**src/rtl/xain_pkg.sv**
```systemverilog
// Shared types and constants for the bridge-to-ioctl byte streamer.
package xain_pkg;

    typedef enum logic [1:0] {
        S_IDLE  = 2'd0,
        S_ISSUE = 2'd1,
        S_GAP   = 2'd2,
        S_DONE  = 2'd3
    } ser_state_t;

    localparam int IOCTL_ADDR_W   = 27;
    localparam int WR_GAP_DEFAULT = 3;

endpackage

```
**src/rtl/bridge_byte_streamer_if.sv**
```systemverilog
// Byte-wide ioctl download stream between the streamer (master) and rom_loader (slave).
interface bridge_byte_streamer_if;
    import xain_pkg::*;

    logic                    ioctl_downl;
    logic                    ioctl_wr;
    logic [7:0]              ioctl_data;
    logic [IOCTL_ADDR_W-1:0] ioctl_addr;
    logic                    ioctl_wait;

    modport master (
        output ioctl_downl,
        output ioctl_wr,
        output ioctl_data,
        output ioctl_addr,
        input  ioctl_wait
    );

    modport slave (
        input  ioctl_downl,
        input  ioctl_wr,
        input  ioctl_data,
        input  ioctl_addr,
        output ioctl_wait
    );

endinterface

```
**src/rtl/bridge_byte_streamer_fifo.sv**
```systemverilog
// Single-clock word FIFO with synchronous flush and first-word-fall-through read.
module sync_word_fifo #(
    parameter int DEPTH = 16,
    parameter int WIDTH = 32
) (
    input  logic                       clk,
    input  logic                       rst_n,
    input  logic                       flush,
    input  logic                       wr_en,
    input  logic [WIDTH-1:0]           wr_data,
    input  logic                       rd_en,
    output logic [WIDTH-1:0]           rd_data,
    output logic                       full,
    output logic                       empty,
    output logic [$clog2(DEPTH):0]     count
);
    localparam int AW = $clog2(DEPTH);

    logic [WIDTH-1:0] mem [DEPTH];
    logic [AW-1:0]    wr_ptr;
    logic [AW-1:0]    rd_ptr;
    logic [AW:0]      cnt;
    logic             do_wr;
    logic             do_rd;

    assign full    = (cnt == (AW+1)'(DEPTH));
    assign empty   = (cnt == '0);
    assign count   = cnt;
    assign rd_data = mem[rd_ptr];
    assign do_wr   = wr_en && !full;
    assign do_rd   = rd_en && !empty;

    always_ff @(posedge clk or negedge rst_n) begin
        if (!rst_n) begin
            wr_ptr <= '0;
            rd_ptr <= '0;
            cnt    <= '0;
        end else if (flush) begin
            wr_ptr <= '0;
            rd_ptr <= '0;
            cnt    <= '0;
        end else begin
            if (do_wr) wr_ptr <= wr_ptr + 1'b1;
            if (do_rd) rd_ptr <= rd_ptr + 1'b1;
            case ({do_wr, do_rd})
                2'b10:   cnt <= cnt + 1'b1;
                2'b01:   cnt <= cnt - 1'b1;
                default: cnt <= cnt;
            endcase
        end
    end

    // Storage carries no reset; occupancy alone decides what is valid.
    always_ff @(posedge clk) begin
        if (do_wr && !flush) mem[wr_ptr] <= wr_data;
    end

endmodule

```
**src/rtl/bridge_byte_streamer.sv**
```systemverilog
// Buffers 32-bit bridge data-slot words and serializes them MSB-first onto the ioctl byte stream.
module bridge_byte_streamer
    import xain_pkg::*;
#(
    parameter int FIFO_DEPTH  = 16,
    parameter int WR_GAP      = WR_GAP_DEFAULT,
    parameter int ALMOST_FULL = FIFO_DEPTH - 2
) (
    input  logic                    sys_clk,
    input  logic                    reset_n,
    input  logic                    dl_start,
    input  logic [IOCTL_ADDR_W-1:0] dl_bytes,
    input  logic                    bridge_wr,
    input  logic [31:0]             bridge_wr_data,
    output logic                    fifo_afull,
    output logic                    overflow,
    bridge_byte_streamer_if.master  io
);
    localparam int CNT_W = $clog2(FIFO_DEPTH) + 1;
    localparam int GAP_W = $clog2(WR_GAP + 1);

    ser_state_t              state, state_d;
    logic [31:0]             shift;
    logic [2:0]              byte_sel;
    logic [GAP_W-1:0]        gap_cnt;
    logic [IOCTL_ADDR_W-1:0] remaining;
    logic [IOCTL_ADDR_W-1:0] byte_idx;

    logic             fifo_flush;
    logic             fifo_wr;
    logic             fifo_pop;
    logic [31:0]      fifo_rd_data;
    logic             fifo_full;
    logic             fifo_empty;
    logic [CNT_W-1:0] fifo_count;
    logic             load;
    logic             issue;
    logic             gap_ready;
    logic             gap_last;

    assign fifo_flush = dl_start || (state == S_DONE);
    assign fifo_wr    = bridge_wr && io.ioctl_downl;
    assign fifo_afull = (fifo_count >= CNT_W'(ALMOST_FULL));
    assign gap_ready  = (gap_cnt >= GAP_W'(WR_GAP));
    assign gap_last   = (gap_cnt == GAP_W'(WR_GAP - 1));

    sync_word_fifo #(
        .DEPTH (FIFO_DEPTH),
        .WIDTH (32)
    ) u_fifo (
        .clk     (sys_clk),
        .rst_n   (reset_n),
        .flush   (fifo_flush),
        .wr_en   (fifo_wr),
        .wr_data (bridge_wr_data),
        .rd_en   (fifo_pop),
        .rd_data (fifo_rd_data),
        .full    (fifo_full),
        .empty   (fifo_empty),
        .count   (fifo_count)
    );

    always_ff @(posedge sys_clk or negedge reset_n) begin
        if (!reset_n) state <= S_IDLE;
        else          state <= state_d;
    end

    always_comb begin
        state_d  = state;
        fifo_pop = 1'b0;
        load     = 1'b0;
        issue    = 1'b0;
        case (state)
            S_IDLE: begin
                if (io.ioctl_downl && !fifo_empty) begin
                    fifo_pop = 1'b1;
                    load     = 1'b1;
                    state_d  = S_ISSUE;
                end
            end
            S_ISSUE: begin
                if (gap_ready && !io.ioctl_wait) begin
                    issue   = 1'b1;
                    state_d = S_GAP;
                end
            end
            S_GAP: begin
                if (gap_last) begin
                    if (remaining == '0) begin
                        state_d = S_DONE;
                    end else if (byte_sel == 3'd4) begin
                        // Chain straight into the next word to keep peak throughput.
                        if (!fifo_empty) begin
                            fifo_pop = 1'b1;
                            load     = 1'b1;
                            state_d  = S_ISSUE;
                        end else begin
                            state_d = S_IDLE;
                        end
                    end else begin
                        state_d = S_ISSUE;
                    end
                end
            end
            S_DONE: state_d = S_IDLE;
            default: state_d = S_IDLE;
        endcase
        // A new download aborts whatever is in flight.
        if (dl_start) begin
            fifo_pop = 1'b0;
            load     = 1'b0;
            issue    = 1'b0;
            state_d  = (dl_bytes == '0) ? S_DONE : S_IDLE;
        end
    end

    always_ff @(posedge sys_clk or negedge reset_n) begin
        if (!reset_n) begin
            io.ioctl_downl <= 1'b0;
            io.ioctl_wr    <= 1'b0;
            io.ioctl_data  <= '0;
            io.ioctl_addr  <= '0;
            overflow       <= 1'b0;
            remaining      <= '0;
            byte_idx       <= '0;
            byte_sel       <= '0;
            gap_cnt        <= '0;
        end else begin
            io.ioctl_wr <= issue;
            if (dl_start) begin
                io.ioctl_downl <= 1'b1;
                io.ioctl_addr  <= '0;
                overflow       <= 1'b0;
                remaining      <= dl_bytes;
                byte_idx       <= '0;
                byte_sel       <= '0;
                gap_cnt        <= GAP_W'(WR_GAP);
            end else begin
                if (state == S_DONE) io.ioctl_downl <= 1'b0;
                if (bridge_wr && io.ioctl_downl && fifo_full) overflow <= 1'b1;
                if (load) byte_sel <= '0;
                if (issue) begin
                    io.ioctl_data <= shift[31:24];
                    io.ioctl_addr <= byte_idx;
                    byte_idx      <= byte_idx + 1'b1;
                    remaining     <= remaining - 1'b1;
                    byte_sel      <= byte_sel + 1'b1;
                    gap_cnt       <= '0;
                end else if (!gap_ready) begin
                    gap_cnt <= gap_cnt + 1'b1;
                end
            end
        end
    end

    always_ff @(posedge sys_clk) begin
        if (load)       shift <= fifo_rd_data;
        else if (issue) shift <= {shift[23:0], 8'h00};
    end

endmodule

```
**src/flat_wrapper.sv**
```systemverilog
// flat-port wrapper written by rule: the top's interface ports become plain ports
module bridge_byte_streamer_flat import xain_pkg::*;
#(
    parameter int FIFO_DEPTH  = 16,
    parameter int WR_GAP      = WR_GAP_DEFAULT,
    parameter int ALMOST_FULL = FIFO_DEPTH - 2
)
  (sys_clk, reset_n, dl_start, dl_bytes, bridge_wr, bridge_wr_data, fifo_afull, overflow, io_ioctl_downl, io_ioctl_wr, io_ioctl_data, io_ioctl_addr, io_ioctl_wait);
  bridge_byte_streamer_if io_i ();
  input  logic sys_clk;
  input  logic reset_n;
  input  logic dl_start;
  input  logic [IOCTL_ADDR_W-1:0] dl_bytes;
  input  logic bridge_wr;
  input  logic [31:0] bridge_wr_data;
  output logic fifo_afull;
  output logic overflow;
  output wire logic [$bits(io_i.ioctl_downl)-1:0] io_ioctl_downl;
  output wire logic [$bits(io_i.ioctl_wr)-1:0] io_ioctl_wr;
  output wire logic [$bits(io_i.ioctl_data)-1:0] io_ioctl_data;
  output wire logic [$bits(io_i.ioctl_addr)-1:0] io_ioctl_addr;
  input wire logic [$bits(io_i.ioctl_wait)-1:0] io_ioctl_wait;
  assign io_ioctl_downl = io_i.ioctl_downl;
  assign io_ioctl_wr = io_i.ioctl_wr;
  assign io_ioctl_data = io_i.ioctl_data;
  assign io_ioctl_addr = io_i.ioctl_addr;
  assign io_i.ioctl_wait = io_ioctl_wait;
  bridge_byte_streamer #(.FIFO_DEPTH(FIFO_DEPTH), .WR_GAP(WR_GAP), .ALMOST_FULL(ALMOST_FULL)) u_core (.sys_clk(sys_clk), .reset_n(reset_n), .dl_start(dl_start), .dl_bytes(dl_bytes), .bridge_wr(bridge_wr), .bridge_wr_data(bridge_wr_data), .fifo_afull(fifo_afull), .overflow(overflow), .io(io_i));
endmodule
```
**config.mk**
```make
export PLATFORM = sky130hd
export DESIGN_NAME = bridge_byte_streamer_flat
export DESIGN_NICKNAME = d
export VERILOG_FILES = /design/src/rtl/xain_pkg.sv /design/src/rtl/bridge_byte_streamer_if.sv /design/src/rtl/bridge_byte_streamer_fifo.sv /design/src/rtl/bridge_byte_streamer.sv /design/src/flat_wrapper.sv
export SDC_FILE = /design/constraint.sdc
export NUM_CORES = 1
export LEC_CHECK = 0
export BUFFER_PORTS_ARGS = -buffer_cell sky130_fd_sc_hd__buf_2
export CORE_MARGIN = 2
export CORE_UTILIZATION = 35
export DETAILED_ROUTE_END_ITERATION = 8
export MAX_ROUTING_LAYER = met4
export SYNTH_ARGS = -nofsm -noshare
export SYNTH_HDL_FRONTEND = slang
export SYNTH_HIERARCHICAL = 1
export SYNTH_SLANG_ARGS = --single-unit
```
**constraint.sdc**
```tcl
create_clock -name sys_clk -period 4.7 [get_ports sys_clk]
set_input_delay 0.705 -clock sys_clk [delete_from_list [all_inputs] [get_ports sys_clk]]
set_output_delay 0.705 -clock sys_clk [all_outputs]
set_load 0.1 [all_outputs]
```
# Yosys cells after proc, flatten, opt, wreduce, memory -nomap -nowiden
# Memories as Yosys holds them, arrays and structs flattened.
# Cells that the tools add are included.
classes:
  add_sub_neg: 8
  order_cmp: 2
  eq_ne: 12
  mux: 45
  bitwise_logic: 1
  n_reduce_logical: 26
ops:
  columns: ["operator", "count"]
  rows:
  - ["$mux 27", 6]
  - ["$mux 32", 2]
  - ["$logic_not 27->1", 2]
  - ["$add 27x1->27 const B", 1]
  - ["$sub 27x1->27 const B", 1]
  - ["$mux 2", 9]
  - ["$mux 1", 17]
  - ["$mux 4", 4]
  - ["$ne 3x2->1 const B", 4]
  - ["$reduce_bool 2->1", 6]
  - ["$pmux 5 s2", 1]
  - ["$mux 3", 3]
  - ["$add 4x1->4 const B", 2]
  - ["$eq 2x2->1 const B", 4]
  - ["$pmux 2 s4", 1]
  - ["$logic_and 1x1->1", 7]
  - ["$reduce_bool 3->1", 2]
  - ["$add 5x1->5 const B", 1]
  - ["$eq 5x5->1 const B", 1]
  - ["$ge 5x4->1 const B", 1]
  - ["$logic_not 5->1", 1]
  - ["$mux 5", 1]
  - ["$sub 5x1->5 const B", 1]
  - ["$eq 2x1->1 const B", 2]
  - ["other kinds (11)", 14]
word_totals:
  regBits: 144
  ramBits: 512
  input_bits: 64
  out_inout_bits: 39
  elab_cells: 109
  mem_count: 1
memory_table:
  columns: ["name", "depth", "width", "read_ports", "rd_clocked_by_memory_dff", "wr", "line_no", "rtl"]
  rows:
  - ["u_core.u_fifo.mem", 16, 32, 1, 0, 1, "bridge_byte_streamer_fifo.sv:19", "logic [WIDTH-1:0] mem [DEPTH];"]

# Longest topological paths before layout
# Gate-level depths: netlist of run 1.
depth:
  ltp_word: 11
  mapped_depth: 16
  depth_no_buf: 14

# By module
# Netlist of run 1, hierarchy kept.
modules_own_cells:
  columns: ["module", "n_inst", "cells_each", "area_each_um2", "seq_area_each_um2"]
  rows:
  - ["sync_word_fifo", 1, 909, 20179.4, 15700.1]
  - ["bridge_byte_streamer", 1, 580, 6193.4, 3438.3]

# Worst setup path after synthesis of run 1
# No wires, ideal clock.
synth_timing:
  path_type: "register to register"
  from: "reg u_core.io.ioctl_downl"
  to: "mem u_core.u_fifo.mem[9][0], enable pin"
  setup_time_ps: 513
  arrival_ps: 5074
  required_time_ps: 4187
  path_slack_ps: -887
  path_stages_with_launch: 6
  n_path_buf: 0
  period_less_slack_ps: 5587
  cell_sequence: "dfrtp_1 -> and2_1 -> inv_1 -> a21oi_2 -> nand2_1 -> nor4b_1"
synth_between:
  elab_chain_cells: 5
synth_rtl:
  columns: ["element", "line_no", "rtl"]
  rows:
  - ["start, declared", "bridge_byte_streamer_if.sv:12", "output ioctl_downl,"]
  - ["start signal, assigned", "bridge_byte_streamer.sv:119", "io.ioctl_downl <= 1'b0;"]
  - ["start signal, assigned", "bridge_byte_streamer.sv:131", "io.ioctl_downl <= 1'b1;"]
  - ["start signal, assigned", "bridge_byte_streamer.sv:139", "if (state == S_DONE) io.ioctl_downl <= 1'b0;"]
  - ["$logic_and 1x1->1", "bridge_byte_streamer.sv:42", "assign fifo_wr = bridge_wr && io.ioctl_downl;"]
  - ["net u_core.fifo_wr", "bridge_byte_streamer.sv:30", "logic fifo_wr;"]
  - ["$logic_and 1x1->1", "bridge_byte_streamer_fifo.sv:30", "assign do_wr = wr_en && !full;"]
  - ["$logic_and 1x1->1", "bridge_byte_streamer_fifo.sv:55", "if (do_wr && !flush) mem[wr_ptr] <= wr_data;"]
  - ["$mux 1", "bridge_byte_streamer_fifo.sv:55", null]
  - ["$mux 1 (implied by the code)", "bridge_byte_streamer_fifo.sv:55", null]
  - ["end, declared", "bridge_byte_streamer_fifo.sv:19", null]
# The timed path passes the listed nets, and every way through them passes these cells.

# Worst setup path in the final report of run 1
layout_timing:
  from: "reg u_core.remaining[12]"
  to: "reg u_core.u_fifo.cnt[3] (netlist: u_core/u_fifo/count[3])"
layout_between:
  elab_chain_cells: 9
  elab_cells_between_ends: 11
  cone_classes: "eq/ne: 2; mux: 6; reduce/logical: 3"
layout_rtl:
  columns: ["element", "line_no", "rtl"]
  rows:
  - ["start, declared", "bridge_byte_streamer.sv:26", "logic [IOCTL_ADDR_W-1:0] remaining;"]
  - ["start signal, assigned", "bridge_byte_streamer.sv:134", "remaining <= dl_bytes;"]
  - ["start signal, assigned", "bridge_byte_streamer.sv:146", "remaining <= remaining - 1'b1;"]
  - ["$logic_not 27->1 (*)", "bridge_byte_streamer.sv:89", "if (remaining == '0) begin"]
  - ["$mux 1 (*)", "bridge_byte_streamer.sv:89", null]
  - ["$mux 1 (*)", "bridge_byte_streamer.sv:88", "if (gap_last) begin"]
  - ["$pmux 1 s2 (*)", "bridge_byte_streamer.sv:73", "case (state)"]
  - ["$mux 1 (*)", "bridge_byte_streamer.sv:109", "if (dl_start) begin"]
  - ["$logic_and 1x1->1 (*)", "bridge_byte_streamer_fifo.sv:31", "assign do_rd = rd_en && !empty;"]
  - ["$eq 2x1->1 / $eq 2x2->1 (equally long branches)", "bridge_byte_streamer_fifo.sv:45", "case ({do_wr, do_rd})"]
  - ["$pmux 5 s2", "bridge_byte_streamer_fifo.sv:45", null]
  - ["$mux 5", "bridge_byte_streamer_fifo.sv:38", "end else if (flush) begin"]
  - ["end signal, assigned", "bridge_byte_streamer_fifo.sv:46", "2'b10: cnt <= cnt + 1'b1;"]
  - ["end signal, assigned", "bridge_byte_streamer_fifo.sv:47", "2'b01: cnt <= cnt - 1'b1;"]
  - ["end signal, assigned", "bridge_byte_streamer_fifo.sv:48", "default: cnt <= cnt;"]
  - ["end, declared", "bridge_byte_streamer_fifo.sv:22", "logic [AW:0] cnt;"]
# Mark *: on every way between the ends. The rest lies on a longest branch, timed or not.
# A chain may end at the register's enable or synchronous reset.

==> flow_summary.toml, run 1 <==
[timing]
worst_slack_ns = 1.12
grt_setup_unrepaired = "false"
setup_viol = 0
finalClockSkew_ns = 0.0381
slew_violations = 0
max_freq_mhz = 279
fin_setup_tns_ns = 0
worstMarginPinSlew_ns = 1.18
fin_crit_ns = 3.58
hold_viol_final = 0
slew_headroom = 0.212
min_period_over_period = 0.763

[cts]
clock-sinks = 656
clockRootBuffer = "clkbuf_16"
cts_hold_buf = 0
clock_latency_ns = 0.62
cts.clk_slew.worst_paths_ns = 0.06
cts-resized-gates = 0
clock_path_buffers = 3
post_cts_buffers = 0
htreeDepth = 3
numCtsBuffers = 72
cts_tree = "yes"

[route]
first_pass_iters = 5
wl_per_cell_um = 21.7
via_count = 13911
ant_nets = 0
wirelength_mm = 57.7
viasPerCell = 5.23
drc = 0
drt_iter0_drc = 1184

[critical_path]
path_buf_inv = 1
worst_r2r_path_depth = 12
crit_type = "reg2reg"
path_cells = "or4_4, or4_4, o31ai_4, a21oi_4, o21ai_2, or2_2, inv_1, ha_1, or2_2, a31oi_1, nand4_1, o21ai_0"
r2r_setup_slack_ns = 1.12
path_depth = 12
worstPathRequired_ns = 5.21
max_stage_delay_ns = 0.56
cpMaxStageDelayCell = "or4_4"
crit_family = "simple AND/OR/NAND/NOR gates"
crit_fanout = 13
end_kind = "flop"
cp-start-kind = "flop"
crit_arrival_ns = 4.10

[finish]
ff_latch_area_um2 = 19100
drive_above_1_share = 0.268
multi_input_area_um2 = 6910
fill_cells = 6631
area_delta_synth_final_pct = 16.4
nets = 1705
layout_common_cells = "edfxtp_1, nand2_1, mux4_2"
final_common_cell = "edfxtp_1"

[global_route]
grt_usage = 0.155
grt-ovfl-total = 0
grt_max_degree = 88
grt_pass1_wl_mm = 88.8
grt_pass1_vias = 14588
antenna_found_initial = 5

[yosys]
synth-edff-count = 544
ys_types = 60
synth_seq_area_share = 0.726
ys_ff_latch = 656
synth_warnings = 6
synth_flop_cell = "edfxtp_1"
syn_inst = 1489
async_reset_ff_frac = 0.171
syn_nets = 1568
syn_area_um2 = 26400
avgSynthCellArea_um2 = 17.7

[placement]
portBuffers = 102
hpwl_mm = 33.5
pre_cts_slack_ns = 1.18
place_congestion = 0.794

[power]
powerDensity_nw_per_um2 = 492
ir_worst_vdd_mv = 0.364
p_leak_nw = 10.3

[min_path]
hold_path_class = "in2async"

[die]
die_height_um = 279
io_pins = 103
rows = 100
die-area_um2 = 77600
core_um2 = 74600
initial_core_util = 0.354
die_x_um = 279

[flow_run]
cap_viol_max_count = 0

[run_status]
status = "completed"
-- per-layer routing --
layer  wire [um]  GRT usage  vias up
li1            -          -     6169
met1       25300      0.205     7250
met2       27800      0.244      402
met3        3200     0.0304       90
met4        1460     0.0465        0
met5           0          -        -
-- cell usage after synthesis, types with 9 or more instances --
master | n | area share
nor3_1 | 25 | 0.0047
nand2_1 | 132 | 0.019
dfrtp_1 | 112 | 0.11
o21ai_0 | 35 | 0.0066
nand4_1 | 13 | 0.0031
a21oi_1 | 39 | 0.0074
a22oi_1 | 64 | 0.018
mux4_2 | 128 | 0.11
xor2_1 | 18 | 0.0060
edfxtp_1 | 544 | 0.62
clkbuf_1 | 57 | 0.0081
nor4_1 | 24 | 0.0057
ha_1 | 14 | 0.0066
mux2_4 | 21 | 0.012
mux2_2 | 12 | 0.0051
xnor2_1 | 36 | 0.012
nand2b_1 | 9 | 0.0021
inv_1 | 19 | 0.0027
nand3_1 | 20 | 0.0038
and2_1 | 14 | 0.0033
nor2_1 | 52 | 0.0074
-- power breakdown --
part	switching, mW	leakage, nW	internal [mW]	total (mW)
registers	0.270	6.39	6.67	6.94
logic	1.34	2.67	1.01	2.36
clock network	2.29	1.20	3.53	5.81
total	3.90	10.3	11.2	15.1
-- area by class of cell --
type / count / area share
repair buffers: 144 / 0.0279
diodes: 6 / 0.000489
multi-input cells: 733 / 0.225
clock buffers: 92 / 0.0625
well taps: 969 / 0.0395
flip-flops and latches: 656 / 0.624
clock inverters: 40 / 0.0183
inverters: 19 / 0.00232
-- final timing paths --
kind / start / to
hold reg to reg: u_core/shift[26]$_DFFE_PP_ / u_core/io.ioctl_data[2]$_DFFE_PN0P_
min in group sys_clk: dl_bytes[5] / u_core/remaining[5]$_DFFE_PN0P_
setup / recovery: u_core/remaining[12]$_DFFE_PN0P_ / u_core/u_fifo/count[3]$_DFFE_PN0P_
hold / removal: reset_n / u_core/remaining[14]$_DFFE_PN0P_
setup reg to reg: u_core/remaining[12]$_DFFE_PN0P_ / u_core/u_fifo/count[3]$_DFFE_PN0P_
max in group asynchronous: reset_n / u_core/io.ioctl_addr[15]$_DFFE_PN0P_
-- metrics by stage --
| step | hold WS, ns | total power, mW | util | area [um^2] | instances |
|---|---|---|---|---|---|
| global route | 0.306 | 15.7 | 0.412 | 30700 | 2657 |
| detailed placement | 0.470 | 9.45 | 0.378 | 28200 | 2521 |
| finish | 0.299 | 15.1 | 0.412 | 30700 | 2659 |
| floorplan | 0.409 | 8.79 | - | 26400 | 1489 |
| CTS | 0.278 | 15.3 | 0.411 | 30700 | 2653 |
| global placement | 0.462 | 9.40 | 0.378 | 28200 | 2521 |
-- cell families (layout without fill, tap and decap cells) --
group / after synthesis / after routing / share of synthesized area
simple gates: 335 / 335 / 0.0625
mux: 163 / 163 / 0.127
buf+inv: 100 / 295 / 0.0176
flops: 656 / 656 / 0.726
other cells: 0 / 6 / 0
xor+xnor: 54 / 54 / 0.0179
compound gates: 166 / 166 / 0.0417
fa+ha+maj: 15 / 15 / 0.00740
-- state kept, by name, summed over array words and instances, names as in the netlist, 2 cells and up --
| register | flops |
|---|---|
| u_core/byte_sel | 3 |
| u_core/u_fifo/mem | 512 |
| u_core/gap_cnt | 2 |
| u_core/u_fifo/wr_ptr | 4 |
| u_core/shift | 32 |
| u_core/io.ioctl_addr | 27 |
| u_core/remaining | 27 |
| u_core/state | 2 |
| u_core/u_fifo/count | 5 |
| u_core/io.ioctl_data | 8 |
| u_core/u_fifo/rd_ptr | 4 |
| u_core/byte_idx | 27 |
No activity file was read; power rests on OpenSTA's default activity.
==> run 2: changes to the inputs <==
==> constraint.sdc (replaced) <==
create_clock -name sys_clk -period 3.4 [get_ports sys_clk]
set_input_delay 0.51 -clock sys_clk [delete_from_list [all_inputs] [get_ports sys_clk]]
set_output_delay 0.51 -clock sys_clk [all_outputs]
set_load 0.1 [all_outputs]
==> flow_summary.toml, run 2 (same netlist as run 1, synthesis figures left out) <==
[global_route]
grt_busiest_layer = "met2"
grt_pass1_wl_mm = 90.0
met3_usage = 0.0306
grt_usage = 0.157
grt_pass1_vias = 14573
antenna_found_initial = 8
grt_max_degree = 107
grt-ovfl-total = 0
use_met1 = 0.206
grt_use_met2 = 0.251

[die]
die_x_um = 279
rows = 100
io_pins = 103
die_height_um = 279
initial_core_util = 0.354
die-area_um2 = 77600
core_um2 = 74600

[placement]
portBuffers = 102
hpwl_mm = 34.0
pre_cts_slack_ns = 0.126
place_congestion = 0.805
placedCellCount = 2535

[timing]
finalClockSkew_ns = 0.0454
slew_violations = 0
slew_headroom = 0.221
hold_viol_final = 0
worst_slack_ns = 0.146
worstMarginPinSlew_ns = 1.17
min_period_over_period = 0.957
grt_setup_unrepaired = "false"
fin_crit_ns = 3.25
fin_setup_tns_ns = 0
setup_viol = 0
max_freq_mhz = 307

[route]
viasPerCell = 5.27
ant_nets = 0
drc = 0
wirelength_mm = 58.9
wl_per_cell_um = 22.0
drt_iter0_drc = 1024
first_pass_iters = 5
via_count = 14075

[critical_path]
crit_arrival_ns = 3.77
end_kind = "flop"
worstPathRequired_ns = 3.92
crit_fanout = 4
cp-start-kind = "flop"
crit_type = "reg2reg"

[finish]
layout_common_cells = "edfxtp_1, nand2_1, mux4_2"
largest_reg_flops = 512
largest-register = "u_core/u_fifo/mem"
final_common_cell = "edfxtp_1"
multi_input_area_um2 = 6950
ff_latch_area_um2 = 19100
fin_cells = 2671
nets = 1721
drive_above_1_share = 0.273
area_delta_synth_final_pct = 17.3
fill_cells = 6598
largestRegisters = "u_core/u_fifo/mem x512, u_core/shift x32"

[cts]
clock-sinks = 656
htreeDepth = 3
clock_latency_ns = 0.62
numCtsBuffers = 72
clockRootBuffer = "clkbuf_16"
clock_path_buffers = 3
cts.clk_slew.worst_paths_ns = 0.06
cts_tree = "yes"

[power]
powerDensity_nw_per_um2 = 667
p_leak_nw = 10.3
ir_worst_vdd_mv = 0.359

[min_path]
hold_path_class = "in2reg"

[run_status]
status = "completed"

[flow_run]
cap_viol_max_count = 0
[run 2: changes by cell type in the layout (fill, tap and decap cells not counted), moves of 3 or more]
cell and delta:
buf_12 +15, bufinv_16 -4, clkbuf_1 -4, clkinv_1 +4
clkinvlp_4 -3
[run 2: repair_timing]
item                       CTS  global route
resized for setup            0             4
hold buffers                 1             0
hold endpoints to repair    10             0
setup buffers                0             1
setup endpoints to repair    0             2
[run 2: per-stage QoR]
step / hold WS (ns) / total power, mW / instance area, um^2 / utilization
2_1_floorplan: 0.214 / 12.2 / 26400 / -
3_5_place_dp: 0.464 / 13.1 / 28500 / 0.382
5_1_grt: 0.113 / 21.5 / 30900 / 0.415
4_1_cts: 0.0848 / 20.8 / 30900 / 0.414
3_3_place_gp: 0.461 / 13.0 / 28500 / 0.382
6_report: 0.117 / 20.6 / 30900 / 0.415
[run 2: final timing paths]
path | from | cells past startpoint | endpoint | slack [ns]
worst max-delay path | u_core/remaining[12]$_DFFE_PN0P_ | 12 | u_core/u_fifo/count[3]$_DFFE_PN0P_ | 0.15
worst min-delay path | dl_bytes[3] | 3 | u_core/remaining[3]$_DFFE_PN0P_ | 0.12
worst max register to register | u_core/remaining[12]$_DFFE_PN0P_ | 12 | u_core/u_fifo/count[3]$_DFFE_PN0P_ | 0.15
worst min register to register | u_core/shift[26]$_DFFE_PP_ | 1 | u_core/io.ioctl_data[2]$_DFFE_PN0P_ | 0.43
max in group asynchronous | reset_n | 3 | u_core/byte_idx[20]$_DFFE_PN0P_ | 2.08
min in group asynchronous | reset_n | 2 | u_core/remaining[22]$_DFFE_PN0P_ | 0.53
[run 2: power by group]
| group | internal (mW) | switching [mW] | total [mW] | leakage, nW |
|---|---|---|---|---|
| Combinational | 1.44 | 1.93 | 3.37 | 2.79 |
| Clock | 4.59 | 3.15 | 7.74 | 1.15 |
| Sequential | 9.22 | 0.292 | 9.51 | 6.39 |
[run 2: area by class of cell]
class | instances | area share
Tap cell | 969 | 0.0392
Timing Repair Buffer | 160 | 0.0377
Antenna cell | 8 | 0.000647
Multi-Input combinational cell | 733 | 0.225
Clock buffer | 90 | 0.0624
Sequential cell | 656 | 0.619
Clock inverter | 36 | 0.0140
Inverter | 19 | 0.00231
[run 2: per-layer routing]
layer	vias to the layer above	wire, um
met5	-	0
met4	0	1250
met3	98	2910
met2	358	28600
met1	7417	26100
li1	6202	-
[run 2: critical path, cell delays in order, from the launching register on]
cell,delay (ns)
dfrtp_1,0.39
or4_4,0.57
or4_4,0.45
o31ai_4,0.28
a21oi_4,0.10
o21ai_2,0.10
or2_4,0.16
inv_1,0.07
ha_1,0.31
or2_2,0.33
a31oi_1,0.17
nand4_1,0.11
o21ai_1,0.11
==> run 3: changes to the inputs <==
--- a/config.mk
+++ b/config.mk
@@ -5,11 +5,13 @@
 export SDC_FILE = /design/constraint.sdc
 export NUM_CORES = 1
 export LEC_CHECK = 0
+export ABC_AREA = 1
 export BUFFER_PORTS_ARGS = -buffer_cell sky130_fd_sc_hd__buf_2
 export CORE_MARGIN = 2
 export CORE_UTILIZATION = 35
 export DETAILED_ROUTE_END_ITERATION = 8
 export MAX_ROUTING_LAYER = met4
+export PLACE_DENSITY = 0.49
 export SYNTH_ARGS = -nofsm -noshare
 export SYNTH_HDL_FRONTEND = slang
 export SYNTH_HIERARCHICAL = 1
==> flow_summary.toml, run 3 <==
[run_status]
status = "completed"

[timing]
max_freq_mhz = 338
setup_viol = 0
slew_violations = 0
grt_setup_unrepaired = "false"
fin_crit_ns = 2.96
worstMarginPinSlew_ns = 1.05
fin_setup_tns_ns = 0
worst_slack_ns = 0.440
hold_viol_final = 0
slew_headroom = 0.294
min_period_over_period = 0.871
finalClockSkew_ns = 0.0251

[route]
via_count = 18515
first_pass_iters = 5
ant_nets = 0
wirelength_mm = 74.1
drc = 0
viasPerCell = 5.11
wl_per_cell_um = 20.5
drt_iter0_drc = 1455

[finish]
largest-register = "u_core/u_fifo/mem"
fill_cells = 7402
largest_reg_flops = 512
layout_common_cells = "edfxtp_1, nor2_1, nand2_1"
ff_latch_area_um2 = 19100
largestRegisters = "u_core/u_fifo/mem x512, u_core/shift x32"
drive_above_1_share = 0.118
area_delta_synth_final_pct = 15.6
nets = 2604
final_common_cell = "edfxtp_1"
multi_input_area_um2 = 7450

[cts]
clockRootBuffer = "clkbuf_16"
clock_path_buffers = 3
cts_tree = "yes"
cts.clk_slew.worst_paths_ns = 0.06
cts_hold_buf = 1
numCtsBuffers = 74
htreeDepth = 3
post_cts_buffers = 0
cts-resized-gates = 0
clock-sinks = 656
clock_latency_ns = 0.62

[critical_path]
r2r_end = "u_core/u_fifo/count[4]$_DFFE_PN0P_"
critPathLaunch = "u_core/u_fifo/count[3]$_DFFE_PN0P_"
crit_fanout = 6
worstPathRequired_ns = 3.89
end_kind = "flop"
r2r-start = "u_core/u_fifo/count[3]$_DFFE_PN0P_"
r2r_setup_slack_ns = 0.44
crit_arrival_ns = 3.45
cp-start-kind = "flop"
worst_r2r_path_depth = 22
crit_end = "u_core/u_fifo/count[4]$_DFFE_PN0P_"
crit_type = "reg2reg"

[min_path]
hold_path_class = "in2reg"

[power]
power.total_mw = 18.8
ir_worst_vdd_mv = 0.398
p_leak_nw = 11.4
powerDensity_nw_per_um2 = 591

[yosys]
synthTopCellsByArea = "edfxtp_1, dfrtp_1, nor2_1"
synth_common_cells = "edfxtp_1, nor2_1, nand2_1, o21ai_0, o211ai_1"
yosys.area.top_type = "edfxtp_1"
synth_flop_cell = "edfxtp_1"
synth-edff-count = 544
syn_nets = 2499
syn_area_um2 = 27600
ys_types = 42
avgSynthCellArea_um2 = 11.4
synth_most_common_cell = "edfxtp_1"
synth_seq_area_share = 0.694
synth.top_cell.area_share = 0.593
synth_warnings = 6
ys_ff_latch = 656
syn_inst = 2420
async_reset_ff_frac = 0.171

[placement]
place_congestion = 0.845
portBuffers = 102
pre_cts_slack_ns = 0.447
hpwl_mm = 42.6

[die]
core_um2 = 77700
die-area_um2 = 81000
initial_core_util = 0.355
die_height_um = 285
rows = 102
io_pins = 103
die_x_um = 285

[global_route]
grt-ovfl-total = 0
antenna_found_initial = 5
grt_pass1_wl_mm = 113
grt_max_degree = 184
grt_pass1_vias = 18145
grt_usage = 0.187

[flow_run]
cap_viol_max_count = 0
run 3: changes by cell type in the layout (fill, tap and decap cells not counted), sizes merged, moves of 31 or more:
cell,change
a22oi,-64
inv,+104
mux2,-33
mux4,-128
nand2,+185
nand3,+109
nor2,+401
o211ai,+137
o21ai,+271
xnor2,-31
run 3: power by group:
group          switching [mW]  internal, mW  leakage, nW
Sequential              0.180          8.99         6.38
Clock                    3.23          4.58         1.15
Combinational            1.40         0.458         3.91
run 3: layout make-up:
| type | count | area share |
|---|---|---|
| multi-input combinational | 1508 | 0.234 |
| sequential | 656 | 0.601 |
| inverter | 123 | 0.0146 |
| clock inverter | 39 | 0.0109 |
| clock buffer | 90 | 0.0629 |
| timing repair buffer | 162 | 0.0362 |
| antenna | 4 | 0.000314 |
| tap | 1040 | 0.0408 |
run 3: metal layers:
| metal | vias up | share of wire | routed length (um) | GRT usage |
|---|---|---|---|---|
| li1 | 8778 | - | - | - |
| met1 | 9176 | 0.46 | 34100 | 0.253 |
| met2 | 448 | 0.47 | 35100 | 0.296 |
| met3 | 113 | 0.045 | 3350 | 0.0292 |
| met4 | 0 | 0.021 | 1550 | 0.0479 |
| met5 | - | 0 | 0 | - |
run 3: worst max-delay path, stage by stage, from the launching register on:
cell	delay, ns
dfrtp_1	0.41
nor2_1	0.08
nand3_1	0.13
inv_1	0.09
or2_2	0.31
inv_1	0.06
nand2_1	0.13
nand2_4	0.12
nand2_4	0.04
inv_1	0.07
nand2_2	0.10
inv_1	0.13
nand2_1	0.13
fa_1	0.42
nand3b_1	0.19
nand2_1	0.08
nand2_1	0.05
nand2_1	0.07
inv_1	0.04
nand2_1	0.05
nand2_1	0.05
nand2_1	0.06
nand2_1	0.04
run 3: metrics by stage:
stage / instances / utilization / hold slack (ns) / area, um^2
2_1_floorplan: 2420 / - / 0.214 / 27700
3_3_place_gp: 3488 / 0.380 / 0.449 / 29500
3_5_place_dp: 3488 / 0.380 / 0.456 / 29500
4_1_cts: 3618 / 0.410 / 0.116 / 31900
5_1_grt: 3622 / 0.410 / 0.143 / 31900
6_report: 3622 / 0.410 / 0.150 / 31900
run 3: logic make-up (layout without fill, tap and decap cells):
| logic type | Yosys count | count (layout) | synth area share |
|---|---|---|---|
| buffers and inverters | 256 | 414 | 0.0410 |
| AND/OR/NAND/NOR | 959 | 959 | 0.143 |
| flip-flops | 656 | 656 | 0.694 |
| other | 0 | 4 | 0 |
| XOR/XNOR | 25 | 25 | 0.00794 |
| AO/OA/AOI/OAI | 509 | 509 | 0.107 |
| adder cells (fa/ha/maj) | 15 | 15 | 0.00708 |
run 3: worst min path at each step:
| stage | startpoint | cells after the start | slack, ns | endpoint |
|---|---|---|---|---|
| detailed placement | u_core/shift[29]$_DFFE_PP_ | 2 | 0.46 | u_core/io.ioctl_data[5]$_DFFE_PN0P_ |
| global placement | u_core/shift[27]$_DFFE_PP_ | 2 | 0.45 | u_core/io.ioctl_data[3]$_DFFE_PN0P_ |
| global route | dl_bytes[5] | 3 | 0.14 | u_core/remaining[5]$_DFFE_PN0P_ |
| CTS | dl_bytes[5] | 3 | 0.12 | u_core/remaining[5]$_DFFE_PN0P_ |
| finish | dl_bytes[5] | 3 | 0.15 | u_core/remaining[5]$_DFFE_PN0P_ |
| floorplan | reset_n | 0 | 0.21 | u_core/byte_idx[0]$_DFFE_PN0P_ |
